**config.mk**
```make
export PLATFORM = sky130hd
export DESIGN_NAME = mem_arbiter
export DESIGN_NICKNAME = d
export VERILOG_FILES = /design/src/rtl/mem_arbiter.sv
export SDC_FILE = /design/constraint.sdc
export NUM_CORES = 1
export LEC_CHECK = 0
export ABC_CLOCK_PERIOD_IN_PS = 2100
export BUFFER_PORTS_ARGS = -buffer_cell sky130_fd_sc_hd__buf_2
export CORE_MARGIN = 4
export CORE_UTILIZATION = 33
export CTS_CLUSTER_DIAMETER = 200
export DETAILED_ROUTE_END_ITERATION = 8
export GPL_ROUTABILITY_DRIVEN = 0
export GPL_TIMING_DRIVEN = 1
export PLACE_DENSITY = 0.85
export SLEW_MARGIN = 5
export SYNTH_ARGS = -nofsm -noshare
export SYNTH_HDL_FRONTEND = slang
export SYNTH_SLANG_ARGS = --single-unit
```
**constraint.sdc**
```tcl
create_clock -name clk -period 2.1 [get_ports clk]
set_input_delay 0.105 -clock clk [delete_from_list [all_inputs] [get_ports clk]]
set_output_delay 0.105 -clock clk [all_outputs]
set_load 0.05 [all_outputs]
```
**src/rtl/mem_arbiter.sv**
```systemverilog
`default_nettype none
// ============================================================================
// Module      : mem_arbiter
// Description : Round-robin arbiter giving NUM_CORES cores access to one shared
//               single-port RAM. Optional bus lock with MEM_ARBITER_LOCK_EN.
// Revision    : 1.0 - initial release
// ============================================================================
module mem_arbiter #(
    parameter int NUM_CORES  = 4,
    parameter int WIDTH      = 12,
    parameter int ADDR_WIDTH = 8
) (
    input  logic                            clk,
    input  logic                            rst,
    input  logic [NUM_CORES-1:0]            req,
    input  logic [NUM_CORES-1:0]            wr,
    input  logic [NUM_CORES-1:0]            lock,
    input  logic [NUM_CORES*ADDR_WIDTH-1:0] addr,
    input  logic [NUM_CORES*WIDTH-1:0]      wdata,
    output logic [NUM_CORES-1:0]            gnt,
    output logic [NUM_CORES-1:0]            rvalid,
    output logic [WIDTH-1:0]                rdata,
    output logic                            ram_wrEn,
    output logic [ADDR_WIDTH-1:0]           ram_addr,
    output logic [WIDTH-1:0]                ram_dataIn,
    input  logic [WIDTH-1:0]                ram_dataOut
);

    localparam int PTR_W = (NUM_CORES > 1) ? $clog2(NUM_CORES) : 1;
    localparam logic [PTR_W-1:0] c_LAST = PTR_W'(NUM_CORES - 1);

    logic [PTR_W-1:0]     r_ptr;
    logic [NUM_CORES-1:0] r_rvalid;
    logic [NUM_CORES-1:0] w_req;
    logic [NUM_CORES-1:0] w_gnt;
    logic                 w_any;
    logic [PTR_W-1:0]     w_gidx;
    int                   w_idx;

    assign w_req = rst ? '0 : req;

`ifdef MEM_ARBITER_LOCK_EN
    logic             r_locked;
    logic [PTR_W-1:0] r_owner;
    logic             w_hold;

    // The owner keeps the bus only while it still requests and still locks.
    assign w_hold = r_locked && w_req[r_owner] && lock[r_owner];

    always_ff @(posedge clk) begin
        if (rst) begin
            r_locked <= 1'b0;
            r_owner  <= '0;
        end else begin
            r_locked <= w_any && lock[w_gidx];
            r_owner  <= w_gidx;
        end
    end
`else
    logic w_unused_lock;
    assign w_unused_lock = ^lock;
`endif

    always_comb begin
        w_gnt  = '0;
        w_any  = 1'b0;
        w_gidx = '0;
        w_idx  = 0;
        for (int k = 0; k < NUM_CORES; k++) begin
            w_idx = int'(r_ptr) + k;
            if (w_idx >= NUM_CORES) w_idx = w_idx - NUM_CORES;
            if (!w_any && w_req[w_idx]) begin
                w_any  = 1'b1;
                w_gidx = PTR_W'(w_idx);
            end
        end
`ifdef MEM_ARBITER_LOCK_EN
        if (w_hold) begin
            w_any  = 1'b1;
            w_gidx = r_owner;
        end
`endif
        w_gnt[w_gidx] = w_any;
    end

    // A locked re-grant reloads the same pointer value, so ptr effectively holds.
    always_ff @(posedge clk) begin
        if (rst) begin
            r_ptr    <= '0;
            r_rvalid <= '0;
        end else begin
            if (w_any) r_ptr <= (w_gidx == c_LAST) ? '0 : w_gidx + 1'b1;
            r_rvalid <= w_gnt & ~wr;
        end
    end

    assign gnt        = w_gnt;
    assign ram_wrEn   = w_any & wr[w_gidx];
    assign ram_addr   = w_any ? addr[int'(w_gidx)*ADDR_WIDTH +: ADDR_WIDTH] : '0;
    assign ram_dataIn = w_any ? wdata[int'(w_gidx)*WIDTH +: WIDTH] : '0;

    // Gating with rst drops a read granted the cycle before reset asserts.
    assign rvalid = r_rvalid & {NUM_CORES{~rst}};
    assign rdata  = ram_dataOut;

endmodule
`default_nettype wire

```
### Word level (Yosys, flattened, before mapping)

Index checks and enable logic that the tools add are counted.
W data, S select, Z words.

* flip-flop bits (word level): 6
* word-level logic and storage cells: 69

* $add $sub $neg: 8
* multipliers: 1
* $lt $le $gt $ge: 10
* eq/ne operators: 1
* shifts and indexed selects: 2
* muxes and demuxes: 32
* bitwise logic cells: 6
* reductions and logical operators: 7

Operators by type and width (count)
* $lt A32 B4 Y1 const B: 4
* $mux W32: 4
* $shiftx A48 B7 Y12: 1
* $shiftx A32 B6 Y8: 1
* $mux W1: 14
* $and A4 B4 Y4: 3
* $mux W12: 1
* $sub A3 B3 Y4 const B: 3
* $bmux W1 S2: 5
* $mux W2: 5
* $ge A3 B3 Y1 const B: 3
* $mux W8: 1
* $add A2 B2 Y3 const B: 2
* $logic_and A1 B1 Y1: 4
* $mul A2 B2 Y4 const B: 1
* $mux W4: 1
* $not A4 Y4: 1
* $sub A2 B3 Y4 const B: 1
* $add A2 B1 Y3 const B: 1
* $ge A2 B3 Y1 const B: 1
* $logic_not A1 Y1: 3
* $lt A2 B3 Y1 const B: 1
* $add A2 B1 Y2 const B: 1
* $demux W1 S2: 1
* other kinds (4): 4

### Depth between registers and ports, before layout

Gate-level depths: netlist of run 1.

* word-level depth: 21
* depth in mapped cells: 8
* gate-level depth less buffers: 7

### Least setup slack after synthesis of run 1

OpenSTA, ideal clock, no wires.

* path kind: register to output
* start: reg r_ptr[0]
* end: out ram_addr[0]
* arrival time: 1.925 ns
* data required time: 1.995 ns
* slack: 0.070 ns
* stages on the path, launching flop included: 6
* buffers on the path: 1
* cells stage by stage: dfxtp_1 -> nor2b_1 -> o21ai_1 -> nand4b_1 -> clkbuf_1 -> o22ai_1

* cells in the longest elaborated chain, start to end: 17
* elaborated cells between the ends (all ways): 43
* those cells by class: 7 x add/sub; 4 x order compare; 1 x shift; 25 x mux; 6 x reduce/logical

Ends and longest elaborated chain
* start: declaration: line 32 `logic [PTR_W-1:0] r_ptr;`
* start signal: assignment: line 92 `if (w_any) r_ptr <= (w_gidx == c_LAST) ? '0 : w_gidx + 1'b1;`
* parallel branches: the longest is 16 deep, another holds $sub A3 B3 Y4
* $mux W8 (*): line 99 `assign ram_addr = w_any ? addr[int'(w_gidx)*ADDR_WIDTH +: ADDR_WIDTH] : '0;`
* end: declaration: line 24 `output logic [ADDR_WIDTH-1:0] ram_addr,`

Every way passes the cells marked *. The select of a mux whose other input is x is not followed.

### Worst setup path after layout of run 1

Ends and elaborated chain as after synthesis.

==> flow_summary.rst, run 1 <==
.. list-table::
   :header-rows: 1

   * - Metric
     - Value
   * - Endpoints failing hold
     - 0
   * - Slew @ Worst Pin
     - 0.3547 ns
   * - Count leader, synth
     - mux2i_1
   * - CP Depth
     - 8
   * - Worst-Skew Late Latency
     - 0.25 ns
   * - Area fraction of the dominant cell type after synthesis
     - 0.3640
   * - Power per cell area
     - 456.9 nW/um2
   * - Max stage delay cell, worst path
     - dfxtp_4
   * - Count of flip-flops with a built-in enable after synthesis
     - 0
   * - Kind of critical path
     - flop to output pin
   * - Highest ir drop seen on vdd
     - 0.0002967 V
   * - Via-per-instance ratio
     - 4.888
   * - Post-DR wirelength/cell
     - 15.15 um
   * - Cell breakdown of the critical path
     - nor2b_4, nor2_2, o32ai_4, buf_12, clkbuf_16, mux2i_1, o22ai_1, buf_4
   * - Met3 routed WL
     - 379 um
   * - Remaining number of nets flagged by the antenna check after routing
     - 0
   * - R2R cell count
     - 8
   * - Standard cell core area
     - 3390 um2
   * - FMAX
     - 484.4 MHz
   * - Worst flop-to-flop path endpoint
     - r_ptr[1]
   * - Number of nets in the layout
     - 349
   * - Critical path's top delay family
     - buffers and inverters
   * - Tightest slew margin relative to the limit
     - 0.7610
   * - Startpoint type of the worst setup path
     - flop
   * - CTS tree
     - done
   * - DR WL met2
     - 2254 um
   * - Cell taking the most area after synthesis
     - mux2i_1
   * - Post-synth top flop
     - dfxtp_1
   * - Die boundary height
     - 67.86 um
   * - Register bit count reported by yosys
     - 6
   * - Most used standard cells in the synthesized netlist
     - mux2i_1 (43), buf_4 (15), o22ai_2 (15), nor2b_1 (8), nor2_1 (7)
   * - Number of unique standard cell types used by synthesis
     - 29
   * - Register-to-register setup slack
     - 0.40 ns
   * - Average cell area after synthesis
     - 9.310 um2
   * - Clock tree root driver cell
     - clkbuf_4
   * - Signed area change from the synthesized netlist to the final layout
     - 76.83%
   * - Syn nets
     - 234
   * - Vias
     - 1,398
   * - Fraction of the core area covered by cells at the end of the flow
     - 0.6168
   * - Fin Clk Skew
     - 0.004593 ns
   * - Sequential-to-total area share from yosys stat
     - 0.1016
   * - Worst Hold Class
     - input pin to flop
   * - Placed wire-length estimate after detailed placement
     - 3159 um
   * - Total number of H-tree levels
     - 1
   * - Inserted Clock Buffers
     - 3
   * - Cell Count, Final, Fillers Out
     - 286
   * - Synthesized area
     - 1182 um2
   * - Slack of the critical path
     - 0.03545 ns
   * - Number of I/O port buffers
     - 118
   * - Worst-case setup slack after placement
     - 0.2854 ns
   * - Number of global-route vias before repair
     - 1,242
   * - Leakage
     - 0.9789 nW
   * - DRT Pass-1 Iters
     - 4
   * - Gate count of the mapped netlist
     - 127
   * - Initial antenna violation count
     - 0
   * - Max Root-Sink Buffers
     - 2
   * - Overall routed net length
     - 4333 um
   * - Post-route minimum period
     - 2.065 ns
   * - Maximum fanout along the worst path
     - 7
   * - First-pass GRT wire length
     - 5313 um
   * - Reg2Reg Launch Point
     - r_ptr[0]
   * - RSZ-0062 raised after global routing
     - true
   * - Number of design-rule violations left by the first detailed-router iteration
     - 44
   * - IO Count
     - 147
   * - Total Die Area
     - 4605 um2
   * - Antenna diodes
     - 0
   * - Cell types with the largest area share after synthesis
     - mux2i_1 (36%), o22ai_2 (16%), dfxtp_1 (10%)
   * - Area used by sequential logic in the layout
     - 123.9 um2
   * - Outcome
     - complete, no violations
   * - Worst setup path endpoint
     - ram_addr[0]
   * - Overall Global Routing Usage
     - 0.1522
   * - Clock-pin slew of the registers on the worst-case setup and hold paths
     - 0.05 ns
   * - Setup Viol. Count Final
     - 0
   * - Proportion of synthesized flip-flops having asynchronous set or reset
     - 0
   * - Share of cells above drive strength 1
     - 0.7250
   * - DIE WIDTH
     - 67.86 um
   * - Post-route DRC
     - 0
   * - Total negative slack for setup checks
     - 0 ns
   * - Critical Path End Type
     - output pin
   * - Top layer reached by signal wires
     - met4
   * - Max-slew violations
     - 0
   * - Dpl cells
     - 275
   * - Site Rows
     - 21
   * - Largest stage delay on the critical path
     - 0.35 ns
   * - TritonCTS sink count
     - 6
   * - Arrival time at the worst endpoint
     - 1.96 ns
   * - Fraction of the cycle the final worst path needs
     - 0.9831
   * - Total of warnings raised by yosys
     - 0
   * - Routed met1 length
     - 1613 um
   * - Remaining Overflow, GRT
     - 0
   * - Startpoint of the worst setup timing path
     - r_ptr[0]
   * - Number of fillers in the final layout
     - 283
   * - Initial core utilization
     - 0.3488
   * - Worst hold margin
     - 0.01992 ns
   * - Number of buffers and inverters on the critical path
     - 3
   * - Area occupied by multi-input gates
     - 983.4 um2
   * - CP required
     - 2.00 ns
   * - Number of max-cap violations
     - 0
   * - Maximum number of pins on one net before global-route repair
     - 26
## worst register-to-register path: stages (launching register included)
cell	delay (ns)
dfxtp_4	0.35
nor2b_4	0.12
nor2_2	0.05
o32ai_4	0.29
buf_12	0.19
clkbuf_16	0.17
ha_1	0.22
mux2i_1	0.14
nor2_1	0.05
## where the power goes
group          switching, mW  total, mW  internal, mW
combinational          0.403      0.721         0.318
clock                 0.0457      0.111        0.0649
sequential           0.00404      0.124         0.120
## through the flow
step                cell area, um2  power (mW)
floorplan                     1182      0.6130
global placement              1720      0.7026
detailed placement            1720      0.7131
CTS                           1743      0.8280
global route                  2091       1.006
finish                        2091      0.9553
## layout make-up
type                            count  area share
Multi-Input combinational cell     97      0.4704
Sequential cell                     6     0.05925
Clock buffer                        3     0.01077
Timing Repair Buffer              132      0.4285
Inverter                            2    0.003591
Tap cell                           46     0.02753
## logic make-up (layout without fill, tap and decap cells)
group,count (synthesis),in the layout,synth area share
mux,43,43,0.3640
simple gates,27,27,0.1323
compound gates,26,26,0.2233
buf+inv,24,137,0.1682
flops,6,6,0.1016
fa+ha+maj,1,1,0.01058
## flip-flops by register name (all words and copies together), names as in the netlist
signal	cells
r_ptr	2
r_rvalid	4
## layer usage
layer | track usage | up-vias
met1 | 0.1585 | 628
met5 | 0 | -
li1 | - | 693
met2 | 0.2989 | 66
met3 | 0.02627 | 11
met4 | 0.05707 | 0
## worst min-delay path by stage
stage | to | cells after the start | slack [ns] | startpoint
final | r_rvalid[2] | 2 | 0.02 | wr[2]
after global routing | r_rvalid[3] | 2 | 0.02 | wr[3]
after CTS | r_rvalid[2] | 2 | 0.01 | wr[2]
after detailed placement | rdata[1] | 0 | 0.21 | ram_dataOut[1]
after global placement | rdata[1] | 0 | 0.21 | ram_dataOut[1]
after floorplan | r_rvalid[2] | 1 | 0.18 | wr[2]
## repair_timing
| item | CTS | global route |
|---|---|---|
| hold buffers | 0 | 0 |
| gates resized for setup | 0 | 78 |
| setup buffers | 0 | 3 |
| endpoints found under the setup margin | 0 | 22 |
## cell usage in the layout, fill, tap and decap left out, types with 3 or more instances in the layout
master     instances
buf_2             96
mux2i_1           25
buf_4             23
o22ai_2           15
mux2i_2           14
nor2b_1            8
nor2_1             6
o22ai_1            6
buf_6              6
dfxtp_1            5
mux2i_4            4
clkbuf_16          4
nor3_1             3
clkbuf_4           3
(Power assumes the default switching activity.)
==> run 2, diff against run 1 <==
ABC_AREA = 1   (was not set)
CORE_UTILIZATION = 40   (was 33)
==> run 2 against run 1 <==
Net effect:
- the flow now finishes with violations (negative setup slack)
- sequential cell count did not move
- global-route usage grew 7.1 points
- die area is 25% higher
- first-iteration DRC count grew to 4.1 times the previous value
- register-to-register slack lost 0.52 ns
- final cell count up 78%
- hold slack better by 0.029 ns
- utilization is 11 points higher
- sequential share of layout area down 1.9 points
==> flow_summary.rst, run 2 <==
.. list-table::
   :header-rows: 1

   * - Metric
     - Value
   * - Outcome
     - finished, violations left (was complete, no violations)
   * - Failing checks
     - negative setup slack
   * - Post-DR wirelength/cell
     - 15.89 um (was 15.15 um)
   * - Most used cells in the layout excluding fill and tap cells
     - nand2_1 (93), buf_2 (93), nand3_1 (48), inv_1 (48), buf_6 (29) (was buf_2 (96), mux2i_1 (25), buf_4 (23), o22ai_2 (15), mux2i_2 (14))
   * - Tightest slew margin relative to the limit
     - 0.7805 (was 0.7610)
   * - Number of buffers and inverters on the critical path
     - 3 (unchanged)
   * - Critical path's top delay family
     - simple AND/OR/NAND/NOR gates (was buffers and inverters)
   * - Number of nets in the layout
     - 567 (was 349)
   * - Antenna diodes
     - 0 (unchanged)
   * - Register bit count reported by yosys
     - 6 (unchanged)
   * - Hold Path Stages
     - 2 (unchanged)
   * - Share of cells above drive strength 1
     - 0.5502 (was 0.7250)
   * - Total Die Area
     - 5754 um2 (was 4605 um2)
   * - Initial antenna violation count
     - 0 (unchanged)
   * - Remaining number of nets flagged by the antenna check after routing
     - 0 (unchanged)
   * - Maximum number of pins on one net before global-route repair
     - 41 (was 26)
   * - Worst Hold Class
     - input pin to flop (unchanged)
   * - Signed area change from the synthesized netlist to the final layout
     - 74.25% (was 76.83%)
   * - Count leader, synth
     - nand2_1 (was mux2i_1)
   * - CP Depth
     - 12 (was 8)
   * - Number of flip-flops under the largest register name
     - 4 (unchanged)
   * - Vias
     - 2,725 (was 1,398)
   * - Post-route DRC
     - 0 (unchanged)
   * - Arithmetic-cell share of the synthesized area counting full adders, half adders and majority gates
     - 0.006793 (was 0.01058)
   * - FMAX
     - 419.2 MHz (was 484.4 MHz)
   * - Worst-Skew Late Latency
     - 0.23 ns (was 0.25 ns)
   * - Endpoints failing hold
     - 0 (unchanged)
   * - Post-route minimum period
     - 2.385 ns (was 2.065 ns)
   * - Largest stage delay on the critical path
     - 0.45 ns (was 0.35 ns)
   * - Maximum fanout along the worst path
     - 8 (was 7)
   * - Gate count of the mapped netlist
     - 329 (was 127)
   * - Remaining Overflow, GRT
     - 0 (unchanged)
   * - Number of unique standard cell types used by synthesis
     - 26 (was 29)
   * - Sequential-to-total area share from yosys stat
     - 0.06522 (was 0.1016)
   * - Fraction of the cycle the final worst path needs
     - 1.136 (was 0.9831)
   * - DRT Pass-1 Iters
     - 5 (was 4)
   * - Total of warnings raised by yosys
     - 0 (unchanged)
   * - Proportion of synthesized flip-flops having asynchronous set or reset
     - 0 (unchanged)
   * - CTS tree
     - done (unchanged)
   * - Cell taking the most area after synthesis
     - nand2_1 (was mux2i_1)
   * - Setup Viol. Count Final
     - 27 (was 0)
   * - Cell types with the largest area share after synthesis
     - nand2_1 (22%), nand3_1 (17%), inv_1 (10%) (was mux2i_1 (36%), o22ai_2 (16%), dfxtp_1 (10%))
   * - Number of global-route vias before repair
     - 2,389 (was 1,242)
   * - Proportion of synthesized area in mux cells
     - 0 (was 0.3640)
   * - IO Count
     - 147 (unchanged)
   * - Area fraction of the dominant cell type after synthesis
     - 0.2201 (was 0.3640)
   * - Clock-pin slew of the registers on the worst-case setup and hold paths
     - 0.04 ns (was 0.05 ns)
   * - Max stage delay cell, worst path
     - dfxtp_4 (unchanged)
   * - First-pass GRT wire length
     - 9984 um (was 5313 um)
   * - Critical Path End Type
     - output pin (unchanged)
   * - Slew @ Worst Pin
     - 0.3288 ns (was 0.3547 ns)
   * - Synthesized area
     - 1842 um2 (was 1182 um2)
   * - Clock tree root driver cell
     - clkbuf_8 (was clkbuf_4)
   * - Overall Global Routing Usage
     - 0.2227 (was 0.1522)
   * - RSZ-0062 raised after global routing
     - true (unchanged)
   * - Count of flip-flops with a built-in enable after synthesis
     - 0 (unchanged)
   * - Max Root-Sink Buffers
     - 2 (unchanged)
   * - Basic-gate share of the synthesized area counting and, or, nand and nor cells
     - 0.5944 (was 0.1323)
   * - R2R cell count
     - 12 (was 8)
   * - Worst-case setup slack after placement
     - -0.07530 ns (was 0.2854 ns)
   * - Standard cell core area
     - 4414 um2 (was 3390 um2)
   * - Arrival time at the worst endpoint
     - 2.28 ns (was 1.96 ns)
   * - Startpoint type of the worst setup path
     - flop (unchanged)
   * - Placed wire-length estimate after detailed placement
     - 5089 um (was 3159 um)
   * - DIE WIDTH
     - 75.86 um (was 67.86 um)
   * - Number of max-cap violations
     - 0 (unchanged)
   * - Inserted Clock Buffers
     - 3 (unchanged)
   * - Slack of the critical path
     - -0.2853 ns (was 0.03545 ns)
   * - Post-synthesis share of cell area spent on xor and xnor gates
     - 0 (unchanged)
   * - Average cell area after synthesis
     - 5.598 um2 (was 9.310 um2)
   * - Number of design-rule violations left by the first detailed-router iteration
     - 182 (was 44)
   * - Syn nets
     - 436 (was 234)
   * - Post-synth top flop
     - dfxtp_1 (unchanged)
   * - Fin Clk Skew
     - 0.003893 ns (was 0.004593 ns)
   * - Number of I/O port buffers
     - 118 (unchanged)
   * - Overall routed net length
     - 8104 um (was 4333 um)
   * - Kind of critical path
     - flop to output pin (unchanged)
   * - Crit-path most repeated cell
     - nand3_4
   * - Die boundary height
     - 75.86 um (was 67.86 um)
   * - Max-slew violations
     - 0 (unchanged)
   * - Initial core utilization
     - 0.4172 (was 0.3488)
   * - Largest regs
     - r_rvalid x4, r_ptr x2 (unchanged)
   * - Register bank with the most flops
     - r_rvalid (unchanged)
   * - Combinational family with the most area after synthesis
     - simple AND/OR/NAND/NOR gates (was multiplexers)
   * - Total number of H-tree levels
     - 1 (unchanged)
   * - Most used standard cells in the synthesized netlist
     - nand2_1 (108), nand3_1 (61), inv_1 (49), nand3_2 (18), buf_4 (17) (was mux2i_1 (43), buf_4 (15), o22ai_2 (15), nor2b_1 (8), nor2_1 (7))
   * - Site Rows
     - 24 (was 21)
   * - Cell breakdown of the critical path
     - inv_8, nand3_4, nand3_2, nand2_4, nand2_4, nor2_4, nand3_4, nand3_4, buf_6, nand3_2, a21oi_2, buf_6 (was nor2b_4, nor2_2, o32ai_4, buf_12, clkbuf_16, mux2i_1, o22ai_1, buf_4)
   * - CP required
     - 2.00 ns (about the same)
   * - TritonCTS sink count
     - 6 (unchanged)
   * - Area fraction in compound gates after synthesis
     - 0.09783 (was 0.2233)
   * - Fraction of the core area covered by cells at the end of the flow
     - 0.7270 (was 0.6168)
   * - Via-per-instance ratio
     - 5.343 (was 4.888)
==> run 2: cell types whose count changed after synthesis, moves of 5 or more <==
cell and change:
o22ai_1 -6, nand3_1 +61, a21oi_2 +16, buf_2 +7
inv_1 +48, o22ai_2 -15, nand2_2 +5, nor2b_1 -8
nand2_1 +107, mux2i_1 -43, nand3_2 +18, a21oi_1 +7
==> run 2: layout make-up <==
cell class / count / area [um2]
sequential: 6 / 127.6
timing repair buffer: 156 / 1182
fill: 305 / 1205
tap: 52 / 65.06
clock buffer: 3 / 41.29
multi-input combinational: 239 / 1578
inverter: 54 / 215.2
==> run 2: final timing paths <==
check                           slack, ns     start     endpoint
worst min-delay path                 0.05     wr[1]  r_rvalid[1]
worst max-delay path                -0.29  r_ptr[0]  ram_addr[3]
worst max register to register      -0.12  r_ptr[0]     r_ptr[1]
worst min register to register       0.57  r_ptr[1]     r_ptr[1]
==> run 2: stage by stage <==
step	cells	TNS, ns	area (um2)	hold WS (ns)
final	510	-5.601	3209	0.04881
after global routing	510	-8.054	3209	0.05112
after CTS	503	-1.147	2883	0.04461
after detailed placement	499	-0.9826	2613	0.2103
after global placement	499	-0.03265	2613	0.2103
after floorplan	329	-0.001873	1866	0.1741
==> run 2: layer usage <==
layer	GRT usage	routed length (um)	part of all wire	up-vias
met5	0	0	0	-
met4	0.1282	404	0.050	0
met3	0.04222	697	0.086	40
met2	0.4078	4254	0.52	172
met1	0.2342	2747	0.34	1227
li1	-	-	-	1286
==> run 2: cell families after synthesis <==
logic type	count (synthesis)
AND/OR/NAND/NOR	213
buffers and inverters	85
AO/OA/AOI/OAI	24
flip-flops	6
adder cells (fa/ha/maj)	1
==> run 2: repair_timing <==
action | CTS | global route
gates resized for setup | 66 | 49
pin swaps | 6 | 13
gates cloned | 0 | 3
hold buffers | 0 | 0
endpoints found under the setup margin | 26 | 27
buffers inserted | 1 | 4
hold endpoints to repair | 0 | 0
Power of run 2 is not shown: default switching activity piles up to over one toggle a cycle in this logic, so the estimate is an artifact.
==> run 3, diff against run 2 <==
ABC_CLOCK_PERIOD_IN_PS = 2600   (was 2100)
clock period = 2.6 ns   (was 2.1 ns; I/O delays follow)
==> run 3 against run 2 <==
Net effect:
- the run now ends clean
- sequential share of layout area is 1.0 points higher
- via count shrank 13%
- largest cell class unchanged
- highest routed layer unchanged
- routed wire length decreased by 27%
- clock-buffer cell count unchanged
- final area decreased by 23%
- clock skew is 0.00050 ns higher
- die area unchanged
- hold slack gained 0.030 ns
- critical endpoint unchanged
==> flow_summary.rst, run 3 (synthesis results as in run 2) <==
.. list-table::
   :header-rows: 1

   * - Metric
     - Value
   * - IO Count
     - 147 (unchanged)
   * - Number of flip-flops under the largest register name
     - 4 (unchanged)
   * - Total number of H-tree levels
     - 1 (unchanged)
   * - RSZ-0062 raised after global routing
     - true (unchanged)
   * - CTS tree
     - done (unchanged)
   * - Signed area change from the synthesized netlist to the final layout
     - 33.83% (was 74.25%)
   * - Number of I/O port buffers
     - 118 (unchanged)
   * - Register bank with the most flops
     - r_rvalid (unchanged)
   * - Hold Path Stages
     - 2 (unchanged)
   * - FMAX
     - 411.9 MHz
   * - Number of design-rule violations left by the first detailed-router iteration
     - 99 (was 182)
   * - Post-route minimum period
     - 2.428 ns
   * - Worst-case setup slack after placement
     - 0.2538 ns (was -0.07530 ns)
   * - Most frequent standard cell in the layout excluding fill and tap cells
     - nand2_1
   * - Maximum number of pins on one net before global-route repair
     - 45 (was 41)
   * - Origin of the worst min-delay path
     - wr[3] (was wr[1])
   * - Slack of the critical path
     - 0.1720 ns (was -0.2853 ns)
   * - Share of cells above drive strength 1
     - 0.4382 (was 0.5502)
   * - Max-slew violations
     - 0 (unchanged)
   * - Remaining number of nets flagged by the antenna check after routing
     - 0 (unchanged)
   * - Worst Hold Class
     - input pin to flop (unchanged)
   * - Largest regs
     - r_rvalid x4, r_ptr x2 (unchanged)
   * - Tightest slew margin relative to the limit
     - 0.8072 (was 0.7805)
   * - TritonCTS sink count
     - 6 (unchanged)
   * - DIE WIDTH
     - 75.86 um (unchanged)
   * - Worst flop-to-flop path endpoint
     - r_ptr[1] (unchanged)
   * - Number of global-route vias before repair
     - 2,099 (was 2,389)
   * - CP required
     - 2.47 ns (was 2.00 ns)
   * - Fin Clk Skew
     - 0.004397 ns (was 0.003893 ns)
   * - Overall routed net length
     - 5913 um (was 8104 um)
   * - Die boundary height
     - 75.86 um (unchanged)
   * - Worst-Skew Late Latency
     - 0.23 ns (about the same)
   * - Post-DR wirelength/cell
     - 12.29 um (was 15.89 um)
   * - Most used cells in the layout excluding fill and tap cells
     - nand2_1 (108), buf_2 (107), nand3_1 (61), inv_1 (49), nand3_2 (18) (was nand2_1 (93), buf_2 (93), nand3_1 (48), inv_1 (48), buf_6 (29))
   * - Outcome
     - complete, no violations (was finished, violations left)
   * - Antenna diodes
     - 0 (unchanged)
   * - Standard cell core area
     - 4414 um2 (unchanged)
   * - Total Die Area
     - 5754 um2 (unchanged)
   * - First-pass GRT wire length
     - 8873 um (was 9984 um)
   * - Post-route DRC
     - 0 (unchanged)
   * - Initial antenna violation count
     - 0 (unchanged)
   * - Fraction of the cycle the final worst path needs
     - 0.9338
   * - Vias
     - 2,375 (was 2,725)
   * - Reg2Reg Launch Point
     - r_ptr[1] (was r_ptr[0])
   * - Startpoint type of the worst setup path
     - flop (unchanged)
   * - Max Root-Sink Buffers
     - 2 (unchanged)
   * - Kind of critical path
     - flop to output pin (unchanged)
   * - Arrival time at the worst endpoint
     - 2.30 ns (was 2.28 ns)
   * - Placed wire-length estimate after detailed placement
     - 4541 um (was 5089 um)
   * - Initial core utilization
     - 0.4172 (unchanged)
   * - R2R cell count
     - 13 (was 12)
   * - Number of nets in the layout
     - 538 (was 567)
   * - Clock tree root driver cell
     - clkbuf_8 (unchanged)
   * - Via-per-instance ratio
     - 4.938 (was 5.343)
   * - Remaining Overflow, GRT
     - 0 (unchanged)
   * - Post-CTS setup-driven buffer insertion count
     - 0 (was 1)
   * - Setup Viol. Count Final
     - 0 (was 27)
   * - Register-to-register setup slack
     - 0.59 ns (was -0.12 ns)
   * - Site Rows
     - 24 (unchanged)
   * - DRT Pass-1 Iters
     - 4 (was 5)
   * - Overall Global Routing Usage
     - 0.1917 (was 0.2227)
   * - Inserted Clock Buffers
     - 3 (unchanged)
   * - Slew @ Worst Pin
     - 0.2882 ns (was 0.3288 ns)
   * - Number of hold-repair buffers added at the cts stage
     - 0 (unchanged)
   * - Clock-pin slew of the registers on the worst-case setup and hold paths
     - 0.04 ns (about the same)
   * - Worst Hold Path EP
     - r_rvalid[3] (was r_rvalid[1])
   * - Endpoints failing hold
     - 0 (unchanged)
   * - Maximum fanout along the worst path
     - 26 (was 8)
   * - Number of max-cap violations
     - 0 (unchanged)
   * - Critical Path End Type
     - output pin (unchanged)
-- run 3: how the worst max path moves through the flow --
stage / from / to / slack (ns) / cells past startpoint
after CTS: r_ptr[0] / ram_dataIn[3] / 0.07 / 12
after global placement: r_ptr[0] / ram_dataIn[11] / 0.29 / 13
after floorplan: r_ptr[0] / ram_addr[0] / 0.25 / 15
final: r_ptr[1] / ram_addr[3] / 0.17 / 13
after detailed placement: r_ptr[0] / ram_dataIn[11] / 0.25 / 13
after global routing: r_ptr[1] / ram_dataIn[11] / -0.03 / 13
-- run 3: layout make-up --
cell class / count / area (um2)
Fill cell: 438 / 1949
Multi-Input combinational cell: 239 / 1316
Timing Repair Buffer: 127 / 713.2
Inverter: 54 / 206.4
Sequential cell: 6 / 122.6
Tap cell: 52 / 65.06
Clock buffer: 3 / 41.29
-- run 3: through the flow --
| stage | instance area, um2 | cells | hold WS, ns | utilization | TNS (ns) |
|---|---|---|---|---|---|
| after floorplan | 1842 | 329 | 0.1991 | - | 0 |
| after global placement | 2351 | 477 | 0.2603 | 0.5326 | 0 |
| after detailed placement | 2351 | 477 | 0.2603 | 0.5326 | 0 |
| after CTS | 2401 | 480 | 0.07810 | 0.5439 | 0 |
| after global routing | 2465 | 481 | 0.08876 | 0.5584 | -0.03826 |
| final | 2465 | 481 | 0.07917 | 0.5584 | 0 |
-- run 3: critical path, stage by stage (launching register included) --
cell     delay, ns
dfxtp_2       0.34
inv_2         0.13
nand2_1       0.07
nand2_1       0.10
nand3_1       0.12
nand2_4       0.13
nand4_2       0.12
nand2_4       0.15
buf_6         0.22
nand3_1       0.12
nand2_1       0.08
nand2_1       0.06
a21oi_2       0.13
buf_2         0.28
-- run 3: routing by layer --
layer / vias to the layer above / wire length, um / GRT usage
li1: 1222 / - / -
met1: 1051 / 2412 / 0.2350
met2: 90 / 2957 / 0.3422
met3: 12 / 466 / 0.02902
met4: 0 / 77 / 0.05631
met5: - / 0 / 0
-- run 3: repair_timing --
| item | 4_1_cts | 5_1_grt |
|---|---|---|
| pin swaps | 0 | 1 |
| resized for setup | 1 | 20 |
| gates cloned | 0 | 1 |
| setup endpoints to repair | 1 | 23 |
Power of run 3 is left out for the same reason.
